`config.mk`:
```
export PLATFORM = sky130hd
export DESIGN_NAME = stopwatch_ctrl
export DESIGN_NICKNAME = d
export VERILOG_FILES = /design/src/rtl/stopwatch_pkg.sv /design/src/rtl/stopwatch_ctrl_debounce.sv /design/src/rtl/stopwatch_ctrl.sv
export SDC_FILE = /design/constraint.sdc
export NUM_CORES = 1
export LEC_CHECK = 0
export CAP_MARGIN = 20
export CORE_ASPECT_RATIO = 0.9
export CORE_UTILIZATION = 55
export DETAILED_ROUTE_END_ITERATION = 12
export GPL_ROUTABILITY_DRIVEN = 0
export PLACE_DENSITY = 0.75
export SETUP_SLACK_MARGIN = 0.4
export SLEW_MARGIN = 40
export SYNTH_ARGS = -nofsm -noshare
export SYNTH_HDL_FRONTEND = slang
export SYNTH_SLANG_ARGS = --single-unit
```
`constraint.sdc`:
```
create_clock -name CLK -period 2.7 [get_ports CLK]
set_input_delay 0.54 -clock CLK [delete_from_list [all_inputs] [get_ports CLK]]
set_output_delay 0.54 -clock CLK [all_outputs]
set_load 0.1 [all_outputs]
```
`src/rtl/stopwatch_pkg.sv`:
```
// Shared mode encoding for the stopwatch control sequencer.
package stopwatch_pkg;

    localparam int unsigned STATE_W = 2;

    localparam logic [STATE_W-1:0] ST_IDLE  = 2'b00;
    localparam logic [STATE_W-1:0] ST_RUN   = 2'b01;
    localparam logic [STATE_W-1:0] ST_PAUSE = 2'b10;
    localparam logic [STATE_W-1:0] ST_LAP   = 2'b11;

endpackage

```
`src/rtl/stopwatch_ctrl_debounce.sv`:
```
// Button conditioner: 2-FF synchronizer, stability counter, accepted level
// and a one-cycle pulse on each accepted rising level.
module btn_debounce #(
    parameter int unsigned DEBOUNCE_CYCLES = 1_000_000
) (
    input  logic CLK,
    input  logic reset,
    input  logic btn_raw,
    output logic btn_level,
    output logic btn_press
);

    localparam int unsigned CNT_W = (DEBOUNCE_CYCLES > 1) ? $clog2(DEBOUNCE_CYCLES) : 1;
    localparam logic [CNT_W-1:0] CNT_LAST = CNT_W'(DEBOUNCE_CYCLES - 1);

    logic [1:0]       r_sync;
    logic [CNT_W-1:0] r_cnt;
    logic             r_level;
    logic             r_press;

    // Bring the raw button into the CLK domain.
    always_ff @(posedge CLK or posedge reset) begin
        if (reset) begin
            r_sync <= 2'b00;
        end else begin
            r_sync <= {r_sync[0], btn_raw};
        end
    end

    // Accept a new level only after it has differed for DEBOUNCE_CYCLES cycles in a row.
    always_ff @(posedge CLK or posedge reset) begin
        if (reset) begin
            r_cnt   <= '0;
            r_level <= 1'b0;
            r_press <= 1'b0;
        end else begin
            r_press <= 1'b0;
            if (r_sync[1] == r_level) begin
                r_cnt <= '0;
            end else if (r_cnt == CNT_LAST) begin
                r_cnt   <= '0;
                r_level <= r_sync[1];
                r_press <= r_sync[1];
            end else begin
                r_cnt <= r_cnt + CNT_W'(1);
            end
        end
    end

    assign btn_level = r_level;
    assign btn_press = r_press;

endmodule

```
`src/rtl/stopwatch_ctrl.sv`:
```
// Stopwatch mode sequencer: debounced buttons, IDLE/RUN/LAP/PAUSE FSM and
// the TICK_HZ count-enable prescaler for the downstream BCD counter.
module stopwatch_ctrl
    import stopwatch_pkg::*;
#(
    parameter int unsigned CLK_HZ          = 100_000_000,
    parameter int unsigned TICK_HZ         = 1,
    parameter int unsigned DEBOUNCE_CYCLES = 1_000_000
) (
    input  logic               CLK,
    input  logic               reset,
    input  logic               btn_start,
    input  logic               btn_lap,
    output logic               tick,
    output logic               count_clr,
    output logic               display_hold,
    output logic [STATE_W-1:0] state,
    output logic               running
);

    // DIV must be at least 2 so the prescaler has a real terminal count.
    localparam int unsigned DIV   = CLK_HZ / TICK_HZ;
    localparam int unsigned PRE_W = $clog2(DIV);
    localparam logic [PRE_W-1:0] PRE_LAST = PRE_W'(DIV - 1);

    logic               w_start_press, w_start_level;
    logic               w_lap_press, w_lap_level;
    logic               w_start, w_lap;
    logic               w_cur_run;
    logic [STATE_W-1:0] w_next_state;
    logic               w_tick, w_count_clr, w_display_hold, w_running;

    logic [STATE_W-1:0] r_state;
    logic [PRE_W-1:0]   r_pre;
    logic               r_tick, r_count_clr, r_display_hold, r_running;

    btn_debounce #(.DEBOUNCE_CYCLES(DEBOUNCE_CYCLES)) u_start_db (
        .CLK       (CLK),
        .reset     (reset),
        .btn_raw   (btn_start),
        .btn_level (w_start_level),
        .btn_press (w_start_press)
    );

    btn_debounce #(.DEBOUNCE_CYCLES(DEBOUNCE_CYCLES)) u_lap_db (
        .CLK       (CLK),
        .reset     (reset),
        .btn_raw   (btn_lap),
        .btn_level (w_lap_level),
        .btn_press (w_lap_press)
    );

    // A press only counts while its accepted level is high; start wins over lap.
    assign w_start   = w_start_press & w_start_level;
    assign w_lap     = w_lap_press & w_lap_level & ~w_start;
    assign w_cur_run = (r_state == ST_RUN) || (r_state == ST_LAP);

    // State register plus registered copies of the outputs.
    always_ff @(posedge CLK or posedge reset) begin
        if (reset) begin
            r_state        <= ST_IDLE;
            r_tick         <= 1'b0;
            r_count_clr    <= 1'b0;
            r_display_hold <= 1'b0;
            r_running      <= 1'b0;
        end else begin
            r_state        <= w_next_state;
            r_tick         <= w_tick;
            r_count_clr    <= w_count_clr;
            r_display_hold <= w_display_hold;
            r_running      <= w_running;
        end
    end

    // Mode transitions on debounced presses.
    always_comb begin
        w_next_state = r_state;
        case (r_state)
            ST_IDLE:  if (w_start) w_next_state = ST_RUN;
            ST_RUN:   if (w_start) w_next_state = ST_PAUSE;
                      else if (w_lap) w_next_state = ST_LAP;
            ST_LAP:   if (w_start) w_next_state = ST_PAUSE;
                      else if (w_lap) w_next_state = ST_RUN;
            ST_PAUSE: if (w_start) w_next_state = ST_RUN;
                      else if (w_lap) w_next_state = ST_IDLE;
        endcase
    end

    // Output decode: mode flags follow the next state, tick follows the current one.
    always_comb begin
        w_tick         = 1'b0;
        w_count_clr    = 1'b0;
        w_display_hold = 1'b0;
        w_running      = 1'b0;
        w_tick         = w_cur_run && (r_pre == PRE_LAST);
        w_count_clr    = (r_state != ST_IDLE) && (w_next_state == ST_IDLE);
        w_display_hold = (w_next_state == ST_LAP);
        w_running      = (w_next_state == ST_RUN) || (w_next_state == ST_LAP);
    end

    // Prescaler: counts while running, holds in PAUSE, cleared in IDLE.
    always_ff @(posedge CLK or posedge reset) begin
        if (reset) begin
            r_pre <= '0;
        end else if (r_state == ST_IDLE) begin
            r_pre <= '0;
        end else if (w_cur_run) begin
            r_pre <= (r_pre == PRE_LAST) ? '0 : r_pre + PRE_W'(1);
        end
    end

    assign tick         = r_tick;
    assign count_clr    = r_count_clr;
    assign display_hold = r_display_hold;
    assign state        = r_state;
    assign running      = r_running;

endmodule

```
After elaboration in Yosys (flattened, before gate mapping). Cells that the tools add are included.

$add $sub $neg: 3. Multipliers: 0. Divide/modulo/power cells: 0. Magnitude comparators: 0. Equality and inequality tests: 10. Shifts and indexed selects: 0. Muxes and demuxes: 19. Bitwise gates (word level): 6. Reductions and logical operators: 10.

Operators by type and width (count): 2-to-1 mux 27 bit (3); 2-to-1 mux 20 bit (4); adder 20 x 1 -> 20 bit (second input constant) (2); == test 20 bit (second input constant) (2); adder 27 x 1 -> 27 bit (second input constant) (1); == test 27 bit (second input constant) (1); 2-to-1 mux 2 bit (7); case mux 2 bit (4 select lines) (1); == test 2 bit (second input constant) (3); == test 2 x 1 -> 1 bit (second input constant) (2); logical NOT 2 bit (2); 2-to-1 mux 1 bit (4); AND reduction 2 bit (2); nonzero test 2 bit (2); AND 1 bit (3); NOT 1 bit (3); == test 1 bit (2); logical AND 1 bit (2); logical OR 1 bit (2).

Flip-flop bits (word level): 81. Bits in latches: 0. RAM bits: 0. Memory bits (read-only): 0. Input bits: 4. Output and inout port bits: 6. Word-level logic and storage cells: 62. Memories: 0.

Depth between registers and ports, before layout.
Depth after elaboration: 8. Gate-level depth with buffers: 8. Mapped depth without buffers: 6.

Modules after synthesis. From an unflattened synthesis, not the netlist that was laid out.

Cell total of the unflattened synthesis: 406. Area total of the unflattened synthesis: 4177.8 sq um.

Modules (own cells, without submodules): btn_debounce (times used 2, cells an instance 108, area an instance 1188.6 sq um, seq. area each 600.6 sq um); stopwatch_ctrl (times used 1, cells an instance 190, area an instance 1800.5 sq um, seq. area each 800.8 sq um).

Least setup slack after synthesis. No wires, ideal clock.

Kind: reg2reg. Start: register r_state[0], in the netlist state[0]. End: register r_pre[14]. Setup time: 0.082 ns. Arrival time: 1.916 ns. Data required time: 2.618 ns. Setup slack: 0.703 ns. Cell stages (with the launch flop): 5. Path buffers: 1. Period minus slack after synthesis: 1.997 ns. Path through: dfrtp_1 > o31a_1 > buf_2 > a21bo_2 > a31oi_1.

Word-level cells in the longest chain between the ends: 3. Elaborated cells between the ends (all ways): 6. Those cells by class: eq/ne (2); mux (1); reduce/logical (3).

Ends and longest elaborated chain: start: declaration (line stopwatch_ctrl.sv:33) `logic [STATE_W-1:0] r_state;`; start signal: assignment (line stopwatch_ctrl.sv:67) `r_state <= w_next_state;`; == test 2 x 1 -> 1 bit or == test 2 bit (tied branches) (line stopwatch_ctrl.sv:56) `assign w_cur_run = (r_state == ST_RUN) || (r_state == ST_LAP);`; logical OR 1 bit (line stopwatch_ctrl.sv:56); nonzero test 2 bit (no source line); end signal: assignment (line stopwatch_ctrl.sv:108) `r_pre <= (r_pre == PRE_LAST) ? '0 : r_pre + PRE_W'(1);`; end: declaration (line stopwatch_ctrl.sv:34) `logic [PRE_W-1:0] r_pre;`.

Several ways; a longest one is shown, not always the timed one. A chain may end at the register's enable or synchronous reset.

Worst setup path in the final report.
Start: register r_pre[0]. End: register r_pre[7].

Word-level cells in the longest chain between the ends: 4. Elaborated cells between the ends (all ways): 5. Those cells by class: add/sub (1); eq/ne (1); mux (3).

Ends and longest elaborated chain: adder 27 x 1 -> 27 bit or == test 27 bit (tied branches) (line stopwatch_ctrl.sv:108); 2-to-1 mux 27 bit * (line stopwatch_ctrl.sv:108); 2-to-1 mux 27 bit * (line stopwatch_ctrl.sv:107) `end else if (w_cur_run) begin`; 2-to-1 mux 27 bit * (line stopwatch_ctrl.sv:105) `end else if (r_state == ST_IDLE) begin`.

Every way passes the cells marked *; elsewhere a longest branch is shown, timed or not. The select of a mux whose other input is x is not followed.

==> results_dict.tcl <==
set metrics [dict create \
    cap_violations 0 \
    grt-ovfl-total 0 \
    netlist.area_leader.share_pct 51.22 \
    clk_latency_ns 0.36 \
    reg2reg_slack_ns 0.61 \
    skew_ns 0.007076 \
    worst_slew_pin_slew_ns 0.6895 \
    dr.pass1.iters 5 \
    hold_viol 0 \
    clk_pin_slew_ns 0.08 \
    r2r_cells 7 \
    drtIter0Drc 186 \
    max_slew_margin_pct 53.68 \
    swShare_pct 21.59 \
    p_leak_nw 1.857 \
    tns_ns 0 \
    yosysMostFrequentCell "dfrtp_1" \
    ys_async_sr_fraction_pct 100.0 \
    cp_cell_sequence "ha_1 -> and3_1 -> nand2_1 -> o31a_2 -> buf_12 -> a41oi_1 -> a31oi_1" \
    arrival_ns 2.30 \
    ys_warn_count 0 \
    dieHeight_um 81.98 \
    min_period_over_period_pct 77.25 \
    drive_gt1_share_pct 9.901 \
    syn2layout_area_growth_pct 10.98 \
    synthTopCellsByArea "dfrtp_1 51%, xnor2_1 6.9%, nor2_1 5.0%" \
    path_depth 7 \
    ys_ff_latch 80 \
    io_buffers 9 \
    avgSynthCellArea_sq_um 10.13 \
    cts_tree "yes" \
    yosys-top-cells-count "80 x dfrtp_1, 52 x nor2_1, 34 x nand3_1, 31 x xnor2_1, 25 x nand2_1" \
    synth_cell_types 43 \
    drv_slew 0 \
    crit_family "compound AO/OA/AOI/OAI gates" \
    peakVddDrop_mv 0.3417 \
    grt_max_degree 37 \
    ys.flop_type "dfrtp_1" \
    cts-buffers-inserted 9 \
    end_kind "flop" \
    floorplan.io_pins 10 \
    multi_input_area_sq_um 1812 \
    yosysSeqAreaShare_pct 51.22 \
    dpl_cell_area_sq_um 4108 \
    start_util_pct 58.11 \
    setup_viol 0 \
    fillers 539 \
    fmax_ghz 0.4795 \
    power_density_nw_per_um2 521.3 \
    die_w_um 90.86 \
    finish.net_count 406 \
    design.core.area_sq_um 6726 \
    synth-edff-count 0 \
    syn_inst 386 \
    seqPwrFrac_pct 53.8 \
    rsz0062_at_grt "no" \
    wl_per_cell_um 14.44 \
    p_sw_w 0.0004882 \
    critical_path_required_ns 2.91 \
    power.share.clock_pct 43.7 \
    clockRootBuffer "clkbuf_8" \
    path_max_fanout 21 \
    clock-sinks 80 \
    drc 0 \
    startpoint_type "flop" \
    crit_slowest_cell "o31a_2" \
    grt_pass1_wl_um 12310 \
    combPwrFrac_pct 2.5 \
    synth_nets 393 \
    period_minus_slack_ns 2.086 \
    fin_area_sq_um 4338 \
    track_usage_pct 21.41 \
    vias 2852 \
    post_cts_buffers 0 \
    p_int_w 0.001773 \
    ff_latch_area_sq_um 2002 \
    path_class "reg2reg" \
    dpl.hpwl_um 4930 \
    status "finished, final reports clean" \
    critPathMaxStageDelay_ns 0.48 \
    viasPerCell 5.773 \
    synth.cell_area_sq_um 3909 \
    antenna_found_initial 0 \
    detail_route.wirelength_um 7134 \
    num_rows 28 \
    htreeDepth 3 \
    cp.buffers_inverters 1 \
    min_path_type "reg2reg" \
    yosys.area.top_type "dfrtp_1" \
    drtAntennaViolNets 0 \
    clockBufferDepth 2 \
    diodes 0 \
    die_area_sq_um 7448 \
    grt_pass1_vias 2675 \
    hold_depth 0 \
]
-- per-layer routing --
metal,global-route usage [%],part of all wire [%],vias up
li1,-,-,1398
met1,28.59,49,1395
met2,33.41,45,48
met3,6.111,3.9,11
met4,8.413,1.7,0
met5,0,0,-
-- power by group through the flow --
stage	Sequential, W	Clock [W]	Combinational [W]
global placement	0.00124	0	0.0000587
floorplan	0.00124	0	0.0000398
finish	0.00122	0.000988	0.0000564
CTS	0.00122	0.00102	0.0000592
global route	0.00122	0.00106	0.0000679
detailed placement	0.00124	0	0.0000588
-- cells by family after synthesis --
family | count (synthesis) | share of synthesized area [%]
multiplexers | 3 | 0.8642
XOR/XNOR | 46 | 10.31
flip-flops | 80 | 51.22
AO/OA/AOI/OAI | 44 | 7.971
buffers and inverters | 22 | 2.464
adder cells (fa/ha/maj) | 3 | 0.9604
AND/OR/NAND/NOR | 188 | 26.22
-- what timing repair did --
action | 4_1_cts | 5_1_grt
hold buffers | 0 | 0
resized for setup | 0 | 1
endpoints found under the setup margin | 0 | 4
-- metrics by stage --
| stage | hold WS [ns] | std cells | setup WS (ns) | power [W] | utilization (%) |
|---|---|---|---|---|---|
| 2_1_floorplan | 0.3312 | 386 | 0.7026 | 0.001278 | - |
| 3_3_place_gp | 0.3348 | 478 | 0.5384 | 0.001299 | 61.07 |
| 3_5_place_dp | 0.3358 | 478 | 0.4645 | 0.001299 | 61.07 |
| 4_1_cts | 0.3561 | 494 | 0.4504 | 0.002292 | 64.47 |
| 5_1_grt | 0.3659 | 494 | 0.4631 | 0.002350 | 64.49 |
| 6_report | 0.3543 | 494 | 0.6143 | 0.002261 | 64.49 |
-- worst paths after layout --
kind | startpoint | to
worst min register to register | u_start_db.r_sync[0]$_DFF_PP0_ | u_start_db.r_sync[1]$_DFF_PP0_
worst max register to register | r_pre[0]$_DFFE_PP0P_ | r_pre[7]$_DFFE_PP0P_
worst min-delay path | u_start_db.r_sync[0]$_DFF_PP0_ | u_start_db.r_sync[1]$_DFF_PP0_
min in group asynchronous | reset | r_pre[21]$_DFFE_PP0P_
max in group asynchronous | reset | state[1]$_DFF_PP0_
worst max-delay path | r_pre[0]$_DFFE_PP0P_ | r_pre[7]$_DFFE_PP0P_
-- cell type report --
class / instances / share of cell area, %
Sequential cell: 80 / 46.15
Timing Repair Buffer: 15 / 3.346
Multi-Input combinational cell: 284 / 41.77
Tap cell: 90 / 2.596
Clock inverter: 6 / 2.106
Clock buffer: 10 / 3.173
Inverter: 9 / 0.8653
-- layout by cell type (no fill, tap or decap), types with 9 or more instances in the layout --
cell,count
nor3_1,11
and3_1,14
a31oi_1,16
buf_4,10
nand2_1,25
xnor2_1,31
nand3_1,34
xor2_1,15
dfrtp_1,80
nor2_1,52
nand4_1,12
a22o_1,9
clkbuf_8,10
-- flip-flops by register name, summed over array words and instances, names as in the netlist, 2 cells and up --
name / count
u_lap_db.r_cnt: 20
u_start_db.r_cnt: 20
r_pre: 27
u_start_db.r_sync: 2
u_lap_db.r_sync: 2
state: 2
(Power assumes the default switching activity.)
